**config.mk**
```make
export PLATFORM = sky130hd
export DESIGN_NAME = morse_element_detector_flat
export DESIGN_NICKNAME = d
export VERILOG_FILES = /design/src/rtl/morse_element_detector_pkg.sv /design/src/rtl/morse_element_detector_if.sv /design/src/rtl/morse_element_detector_tick_timer.sv /design/src/rtl/morse_element_detector.sv /design/src/flat_wrapper.sv
export SDC_FILE = /design/constraint.sdc
export NUM_CORES = 1
export LEC_CHECK = 0
export ABC_AREA = 0
export CORE_MARGIN = 2
export CORE_UTILIZATION = 40
export CTS_BUF_LIST = sky130_fd_sc_hd__clkbuf_16
export CTS_CLUSTER_DIAMETER = 30
export DETAILED_ROUTE_END_ITERATION = 7
export HOLD_SLACK_MARGIN = 0.05
export SETUP_SLACK_MARGIN = 0.5
export SYNTH_ARGS = -nofsm -noshare
export SYNTH_HDL_FRONTEND = slang
export SYNTH_SLANG_ARGS = --single-unit
```
**constraint.sdc**
```tcl
create_clock -name clk -period 2 [get_ports clk]
set_input_delay 0.2 -clock clk [delete_from_list [all_inputs] [get_ports clk]]
set_output_delay 0.2 -clock clk [all_outputs]
set_load 0.02 [all_outputs]
```
**src/rtl/morse_element_detector_pkg.sv**
```systemverilog
// Shared encodings and default timing constants for the Morse element detector.
package morse_element_detector_pkg;

    typedef enum logic [1:0] {
        ST_IDLE  = 2'd0,
        ST_MARK  = 2'd1,
        ST_SPACE = 2'd2,
        ST_WGAP  = 2'd3
    } state_e;

    localparam logic SYM_DOT  = 1'b0;
    localparam logic SYM_DASH = 1'b1;

    localparam int DEF_TIMER_BITS  = 8;
    localparam int DEF_DOT_MAX     = 3;
    localparam int DEF_LETTER_GAP  = 3;
    localparam int DEF_WORD_GAP    = 7;
    localparam int DEF_MAX_SYMBOLS = 5;
    localparam int DEF_LEN_BITS    = 3;

endpackage

```
**src/rtl/morse_element_detector_if.sv**
```systemverilog
// Key/tick inputs and element/letter/word strobes of the Morse element detector.
interface morse_element_detector_if
    import morse_element_detector_pkg::*;
#(
    parameter int MAX_SYMBOLS = DEF_MAX_SYMBOLS,
    parameter int LEN_BITS    = DEF_LEN_BITS
);
    logic                   tick;
    logic                   key;
    logic                   sym_valid;
    logic                   sym_is_dash;
    logic                   letter_valid;
    logic [MAX_SYMBOLS-1:0] letter_code;
    logic [LEN_BITS-1:0]    letter_len;
    logic                   letter_err;
    logic                   word_gap;

    modport master (
        output tick, key,
        input  sym_valid, sym_is_dash, letter_valid, letter_code, letter_len, letter_err, word_gap
    );

    modport slave (
        input  tick, key,
        output sym_valid, sym_is_dash, letter_valid, letter_code, letter_len, letter_err, word_gap
    );
endinterface

```
**src/rtl/morse_element_detector_tick_timer.sv**
```systemverilog
// Saturating tick counter with synchronous clear; measures mark and space durations.
module morse_element_detector_tick_timer #(
    parameter int WIDTH = 8
) (
    input  logic             clk,
    input  logic             reset_n,
    input  logic             clear,
    input  logic             tick,
    output logic [WIDTH-1:0] count
);
    logic [WIDTH-1:0] count_q;
    logic [WIDTH-1:0] count_d;

    // NOTE: every combinational output gets a default first so no path leaves it unassigned (no latch).
    always_comb begin
        count_d = count_q;
        if (clear) begin
            count_d = '0;
        end else if (tick && (count_q != '1)) begin
            count_d = count_q + WIDTH'(1);
        end
    end

    // NOTE: state registers use non-blocking assignments so all flops update from pre-edge values.
    always_ff @(posedge clk or negedge reset_n) begin
        if (!reset_n) begin
            count_q <= '0;
        end else begin
            count_q <= count_d;
        end
    end

    assign count = count_q;
endmodule

```
**src/rtl/morse_element_detector.sv**
```systemverilog
// Morse timing front end: classifies marks and spaces, assembles letters, flags word gaps.
module morse_element_detector
    import morse_element_detector_pkg::*;
#(
    parameter int TIMER_BITS  = DEF_TIMER_BITS,
    parameter int DOT_MAX     = DEF_DOT_MAX,
    parameter int LETTER_GAP  = DEF_LETTER_GAP,
    parameter int WORD_GAP    = DEF_WORD_GAP,
    parameter int MAX_SYMBOLS = DEF_MAX_SYMBOLS,
    parameter int LEN_BITS    = DEF_LEN_BITS
) (
    input  logic                     clk,
    input  logic                     reset_n,
    morse_element_detector_if.slave  bus
);
    localparam logic [TIMER_BITS-1:0] DOT_MAX_T   = TIMER_BITS'(DOT_MAX);
    localparam logic [TIMER_BITS-1:0] LETTER_TICK = TIMER_BITS'(LETTER_GAP - 1);
    localparam logic [TIMER_BITS-1:0] WORD_TICK   = TIMER_BITS'(WORD_GAP - 1);
    localparam logic [LEN_BITS-1:0]   MAX_LEN     = LEN_BITS'(MAX_SYMBOLS);

    logic                   key_q, key_d;
    logic                   rise, fall;
    logic [TIMER_BITS-1:0]  timer;
    state_e                 state_q, state_d;
    logic [MAX_SYMBOLS-1:0] code_q, code_d;
    logic [LEN_BITS-1:0]    len_q, len_d;
    logic                   ovf_q, ovf_d;

    logic                   sym_valid_q, sym_valid_d;
    logic                   sym_is_dash_q, sym_is_dash_d;
    logic                   letter_valid_q, letter_valid_d;
    logic [MAX_SYMBOLS-1:0] letter_code_q, letter_code_d;
    logic [LEN_BITS-1:0]    letter_len_q, letter_len_d;
    logic                   letter_err_q, letter_err_d;
    logic                   word_gap_q, word_gap_d;

    assign key_d = bus.key;
    assign rise  = bus.key & ~key_q;
    assign fall  = ~bus.key & key_q;

    morse_element_detector_tick_timer #(
        .WIDTH (TIMER_BITS)
    ) u_timer (
        .clk     (clk),
        .reset_n (reset_n),
        .clear   (rise | fall),
        .tick    (bus.tick),
        .count   (timer)
    );

    always_comb begin
        state_d        = state_q;
        code_d         = code_q;
        len_d          = len_q;
        ovf_d          = ovf_q;
        sym_valid_d    = 1'b0;
        sym_is_dash_d  = sym_is_dash_q;
        letter_valid_d = 1'b0;
        letter_code_d  = letter_code_q;
        letter_len_d   = letter_len_q;
        letter_err_d   = letter_err_q;
        word_gap_d     = 1'b0;

        unique case (state_q)
            ST_IDLE: begin
                if (rise) state_d = ST_MARK;
            end
            ST_MARK: begin
                if (fall) begin
                    // Classification uses the mark length before the edge clears the timer.
                    sym_valid_d   = 1'b1;
                    sym_is_dash_d = (timer >= DOT_MAX_T) ? SYM_DASH : SYM_DOT;
                    if (len_q < MAX_LEN) begin
                        code_d = {code_q[MAX_SYMBOLS-2:0], sym_is_dash_d};
                        len_d  = len_q + LEN_BITS'(1);
                    end else begin
                        ovf_d = 1'b1;
                    end
                    state_d = ST_SPACE;
                end
            end
            ST_SPACE: begin
                if (bus.tick && (timer == LETTER_TICK)) begin
                    letter_valid_d = 1'b1;
                    letter_code_d  = code_q;
                    letter_len_d   = len_q;
                    letter_err_d   = ovf_q;
                    code_d         = '0;
                    len_d          = '0;
                    ovf_d          = 1'b0;
                    state_d        = ST_WGAP;
                end
                // A new mark wins the next state even when the letter closes this cycle.
                if (rise) state_d = ST_MARK;
            end
            ST_WGAP: begin
                if (rise) begin
                    state_d = ST_MARK;
                end else if (bus.tick && (timer == WORD_TICK)) begin
                    word_gap_d = 1'b1;
                    state_d    = ST_IDLE;
                end
            end
            default: state_d = ST_IDLE;
        endcase
    end

    always_ff @(posedge clk or negedge reset_n) begin
        if (!reset_n) begin
            key_q          <= 1'b0;
            state_q        <= ST_IDLE;
            code_q         <= '0;
            len_q          <= '0;
            ovf_q          <= 1'b0;
            sym_valid_q    <= 1'b0;
            sym_is_dash_q  <= 1'b0;
            letter_valid_q <= 1'b0;
            letter_code_q  <= '0;
            letter_len_q   <= '0;
            letter_err_q   <= 1'b0;
            word_gap_q     <= 1'b0;
        end else begin
            key_q          <= key_d;
            state_q        <= state_d;
            code_q         <= code_d;
            len_q          <= len_d;
            ovf_q          <= ovf_d;
            sym_valid_q    <= sym_valid_d;
            sym_is_dash_q  <= sym_is_dash_d;
            letter_valid_q <= letter_valid_d;
            letter_code_q  <= letter_code_d;
            letter_len_q   <= letter_len_d;
            letter_err_q   <= letter_err_d;
            word_gap_q     <= word_gap_d;
        end
    end

    assign bus.sym_valid    = sym_valid_q;
    assign bus.sym_is_dash  = sym_is_dash_q;
    assign bus.letter_valid = letter_valid_q;
    assign bus.letter_code  = letter_code_q;
    assign bus.letter_len   = letter_len_q;
    assign bus.letter_err   = letter_err_q;
    assign bus.word_gap     = word_gap_q;
endmodule
```
**src/flat_wrapper.sv**
```systemverilog
// flat-port wrapper written by rule: the top's interface ports become plain ports
module morse_element_detector_flat import morse_element_detector_pkg::*;
#(
    parameter int TIMER_BITS  = DEF_TIMER_BITS,
    parameter int DOT_MAX     = DEF_DOT_MAX,
    parameter int LETTER_GAP  = DEF_LETTER_GAP,
    parameter int WORD_GAP    = DEF_WORD_GAP,
    parameter int MAX_SYMBOLS = DEF_MAX_SYMBOLS,
    parameter int LEN_BITS    = DEF_LEN_BITS
)
  (clk, reset_n, bus_tick, bus_key, bus_sym_valid, bus_sym_is_dash, bus_letter_valid, bus_letter_code, bus_letter_len, bus_letter_err, bus_word_gap);
  morse_element_detector_if #(.MAX_SYMBOLS(MAX_SYMBOLS), .LEN_BITS(LEN_BITS)) bus_i ();
  input  logic clk;
  input  logic reset_n;
  input wire logic [$bits(bus_i.tick)-1:0] bus_tick;
  input wire logic [$bits(bus_i.key)-1:0] bus_key;
  output wire logic [$bits(bus_i.sym_valid)-1:0] bus_sym_valid;
  output wire logic [$bits(bus_i.sym_is_dash)-1:0] bus_sym_is_dash;
  output wire logic [$bits(bus_i.letter_valid)-1:0] bus_letter_valid;
  output wire logic [$bits(bus_i.letter_code)-1:0] bus_letter_code;
  output wire logic [$bits(bus_i.letter_len)-1:0] bus_letter_len;
  output wire logic [$bits(bus_i.letter_err)-1:0] bus_letter_err;
  output wire logic [$bits(bus_i.word_gap)-1:0] bus_word_gap;
  assign bus_i.tick = bus_tick;
  assign bus_i.key = bus_key;
  assign bus_sym_valid = bus_i.sym_valid;
  assign bus_sym_is_dash = bus_i.sym_is_dash;
  assign bus_letter_valid = bus_i.letter_valid;
  assign bus_letter_code = bus_i.letter_code;
  assign bus_letter_len = bus_i.letter_len;
  assign bus_letter_err = bus_i.letter_err;
  assign bus_word_gap = bus_i.word_gap;
  morse_element_detector #(.TIMER_BITS(TIMER_BITS), .DOT_MAX(DOT_MAX), .LETTER_GAP(LETTER_GAP), .WORD_GAP(WORD_GAP), .MAX_SYMBOLS(MAX_SYMBOLS), .LEN_BITS(LEN_BITS)) u_core (.clk(clk), .reset_n(reset_n), .bus(bus_i));
endmodule
```
==> results.sh <==
export IMPL_drc_errors=0
export IMPL_num_io_pins=17
export IMPL_ant_nets=0
export IMPL_rows=22
export IMPL_yosys_cell_types_count=38
export IMPL_viasPerCell=5.38
export IMPL_wl_met2_um=1570
export IMPL_min_period_ns=1.88
export IMPL_core_area_mm2=0.00369
export IMPL_start_util_pct=42.2
export IMPL_place_inst=208
export IMPL_crit_fanout=5
export IMPL_dr_first_iter_drc_count=51
export IMPL_finalCritPeriodShare_pct=94.2
export IMPL_drive_gt1_share_pct=24.7
export IMPL_syn_area_mm2=0.00156
export IMPL_grt_pass1_vias=1160
export IMPL_htree_levels=2
export IMPL_ir_worst_vdd_mv=0.389
export IMPL_area_growth_pct=32.3
export IMPL_setup_viol=0
export IMPL_slew_headroom_pct=72.2
export IMPL_cts_buffers=5
export IMPL_synth_area_per_cell_um2=11.4
export IMPL_multi_input_area_um2=706
export IMPL_dr_pass1_iters=4
export IMPL_clockRootBuffer="clkbuf_16"
export IMPL_tritoncts="done"
export IMPL_finalPower_mw=2.24
export IMPL_grt_pass1_wl_um=5280
export IMPL_synth_nets=145
export IMPL_hold_class="in -> async"
export IMPL_port_buffers=16
export IMPL_skew_ns=0.00198
export IMPL_final_cells=218
export IMPL_dp_hpwl_um=2160
export IMPL_die_h_um=66.4
export IMPL_synth_seq_cells=33
export IMPL_timing_max_cap_violations=0
export IMPL_rsz0062_at_grt="true"
export IMPL_wl_per_cell_um=14.0
export IMPL_top_layer="met4"
export IMPL_clk_pin_slew_worst_paths_ns=0.05
export IMPL_cts_max_path_buffers=2
export IMPL_p_per_area_mw_per_mm2=1090
export IMPL_critPathKind="reg -> reg"
export IMPL_antennaDiodeCount=0
export IMPL_arrival_ns=2.04
export IMPL_cts_hold_buf=0
export IMPL_ff_latch_area_um2=826
export IMPL_grt_max_degree=34
export IMPL_async_flop_share_pct=100
export IMPL_grt_util_all_layers_pct=15.9
export IMPL_max_freq_mhz=531
export IMPL_yosys_most_used_dff="dfrtp_1"
export IMPL_gp_congestion=0.862
export IMPL_synth_edf_count=0
export IMPL_status="finished, final reports clean"
export IMPL_nFillCells=330
export IMPL_wl_um=3040
export IMPL_slew_violations=0
export IMPL_start_kind="flop"
export IMPL_synthCells=136
export IMPL_p_leak_nw=0.958
export IMPL_grt_overflow=0
export IMPL_met3_length_um=103
export IMPL_crit_required_ns=2.15
export IMPL_vias=1172
export IMPL_hold_viol_final=0
export IMPL_cts_sinks=33
export IMPL_die_area_mm2=0.00441
export IMPL_worst_pin_slew_ns=0.417
export IMPL_clock_latency_ns=0.27
export IMPL_met1_length_um=1340
export IMPL_cp_end_kind="flop"
export IMPL_grt_antenna_before_repair=0
export IMPL_ys_warn_count=0
export IMPL_die_w_um=66.4
export IMPL_holdWs_ns=0.334
export IMPL_nNetsFinal=179
export IMPL_yosysSeqAreaShare_pct=53.1
[critical path, cell delays in order (launching register included)]
cell and delay [ns]:
dfrtp_1 0.37, or4_4 0.53, or3_4 0.38, buf_6 0.15, inv_6 0.05, mux2_4 0.28
[worst paths after layout]
kind | slack, ns | startpoint | cells after the start | to
setup / recovery | 0.12 | u_core.u_timer.count[7] | 5 | u_core.bus.letter_code[4]
hold reg to reg | 0.49 | u_core.bus.letter_len[0] | 1 | u_core.bus.letter_len[0]
hold / removal | 0.33 | reset_n | 2 | u_core.bus.word_gap
setup reg to reg | 0.12 | u_core.u_timer.count[7] | 5 | u_core.bus.letter_code[4]
min in group clk | 0.44 | bus_key | 1 | u_core.key_q
max in group asynchronous | 1.37 | reset_n | 2 | u_core.bus.sym_valid
[through the flow]
stage	TNS, ns	setup WS, ns	area [um^2]	utilization [%]
floorplan	-0.0555	-0.0555	1570	-
global placement	0	0.0878	1850	50.3
detailed placement	0	0.0808	1850	50.3
CTS	0	0.111	2030	55.0
global route	0	0.0646	2060	55.8
finish	0	0.116	2060	55.8
[metal layers]
metal  track usage [%]  vias to the layer above
li1                  -                      564
met1              18.9                      583
met2              28.4                       20
met3              3.58                        5
met4              4.59                        0
met5                 0                        -
[flip-flops by register name (all words and copies together) (netlist names)]
| signal | cells |
|---|---|
| u_core.u_timer.count | 8 |
| u_core.bus.letter_code | 5 |
| u_core.code_q | 5 |
| u_core.bus.letter_len | 3 |
| u_core.len_q | 3 |
| u_core.state_q | 2 |
| u_core.bus.letter_err | 1 |
| u_core.bus.letter_valid | 1 |
| u_core.bus.sym_is_dash | 1 |
| u_core.bus.sym_valid | 1 |
| u_core.bus.word_gap | 1 |
| u_core.key_q | 1 |
| u_core.ovf_q | 1 |
[final cells by class]
cell class	count	area share (%)
Tap cell	48	2.92
Clock buffer	5	6.08
Sequential cell	33	40.1
Timing Repair Buffer	33	14.0
Multi-Input combinational cell	86	34.3
Clock inverter	2	0.365
Inverter	11	2.25
[synthesized netlist by cell type, drive strengths merged (3+ instances only)]
library cell	count	area share (%)
dfrtp	33	53
inv	11	3.0
o21ai	10	3.2
mux2	8	7.5
a21oi	5	1.6
a31oi	5	2.0
ha	5	4.0
o2bb2ai	5	2.8
and4	4	2.3
clkbuf	4	0.96
nand2	4	0.96
nor2	4	0.96
nor4	4	1.6
nand4b	3	1.7
[report_power, final]
| part | total [mW] | internal, mW | switching, mW |
|---|---|---|---|
| Sequential | 0.967 | 0.836 | 0.131 |
| Combinational | 0.588 | 0.308 | 0.280 |
| Clock | 0.685 | 0.443 | 0.242 |
| Total | 2.24 | 1.59 | 0.653 |
[what timing repair did]
item | 4_1_cts | 5_1_grt
pin swaps | 0 | 1
setup endpoints to repair | 21 | 23
setup buffers | 0 | 2
hold endpoints to repair | 0 | 0
cloned | 1 | 0
gates resized for setup | 7 | 5
[cell families (layout without fill, tap and decap cells)]
group / count (synthesis) / in the layout / share of synthesized area, %
buffers and inverters: 17 / 51 / 4.98
DFF: 33 / 33 / 53.1
adders and majority gates: 5 / 5 / 4.02
muxes: 10 / 10 / 8.76
and+or+nand+nor: 34 / 34 / 13.3
AOI/OAI and AO/OA: 37 / 37 / 15.8
[placed cells by master (no fill, tap or decap), types with 2 or more instances in the layout]
cell type / count
clkbuf_16: 5
and4_1: 4
nor2b_1: 2
o21ai_0: 10
a311oi_1: 2
dfrtp_1: 33
buf_4: 15
nand3_1: 2
clkdlybuf4s50_1: 16
o2bb2ai_1: 5
inv_1: 10
nand4b_1: 3
nand2_1: 4
nand2b_1: 2
a21oi_1: 5
and2_1: 2
o31a_1: 2
mux2_4: 8
nor4_1: 2
ha_2: 2
nor2_1: 3
ha_1: 3
mux2i_1: 2
o21a_1: 2
a31oi_1: 4
Note: power is estimated with default switching activity, not from simulation.
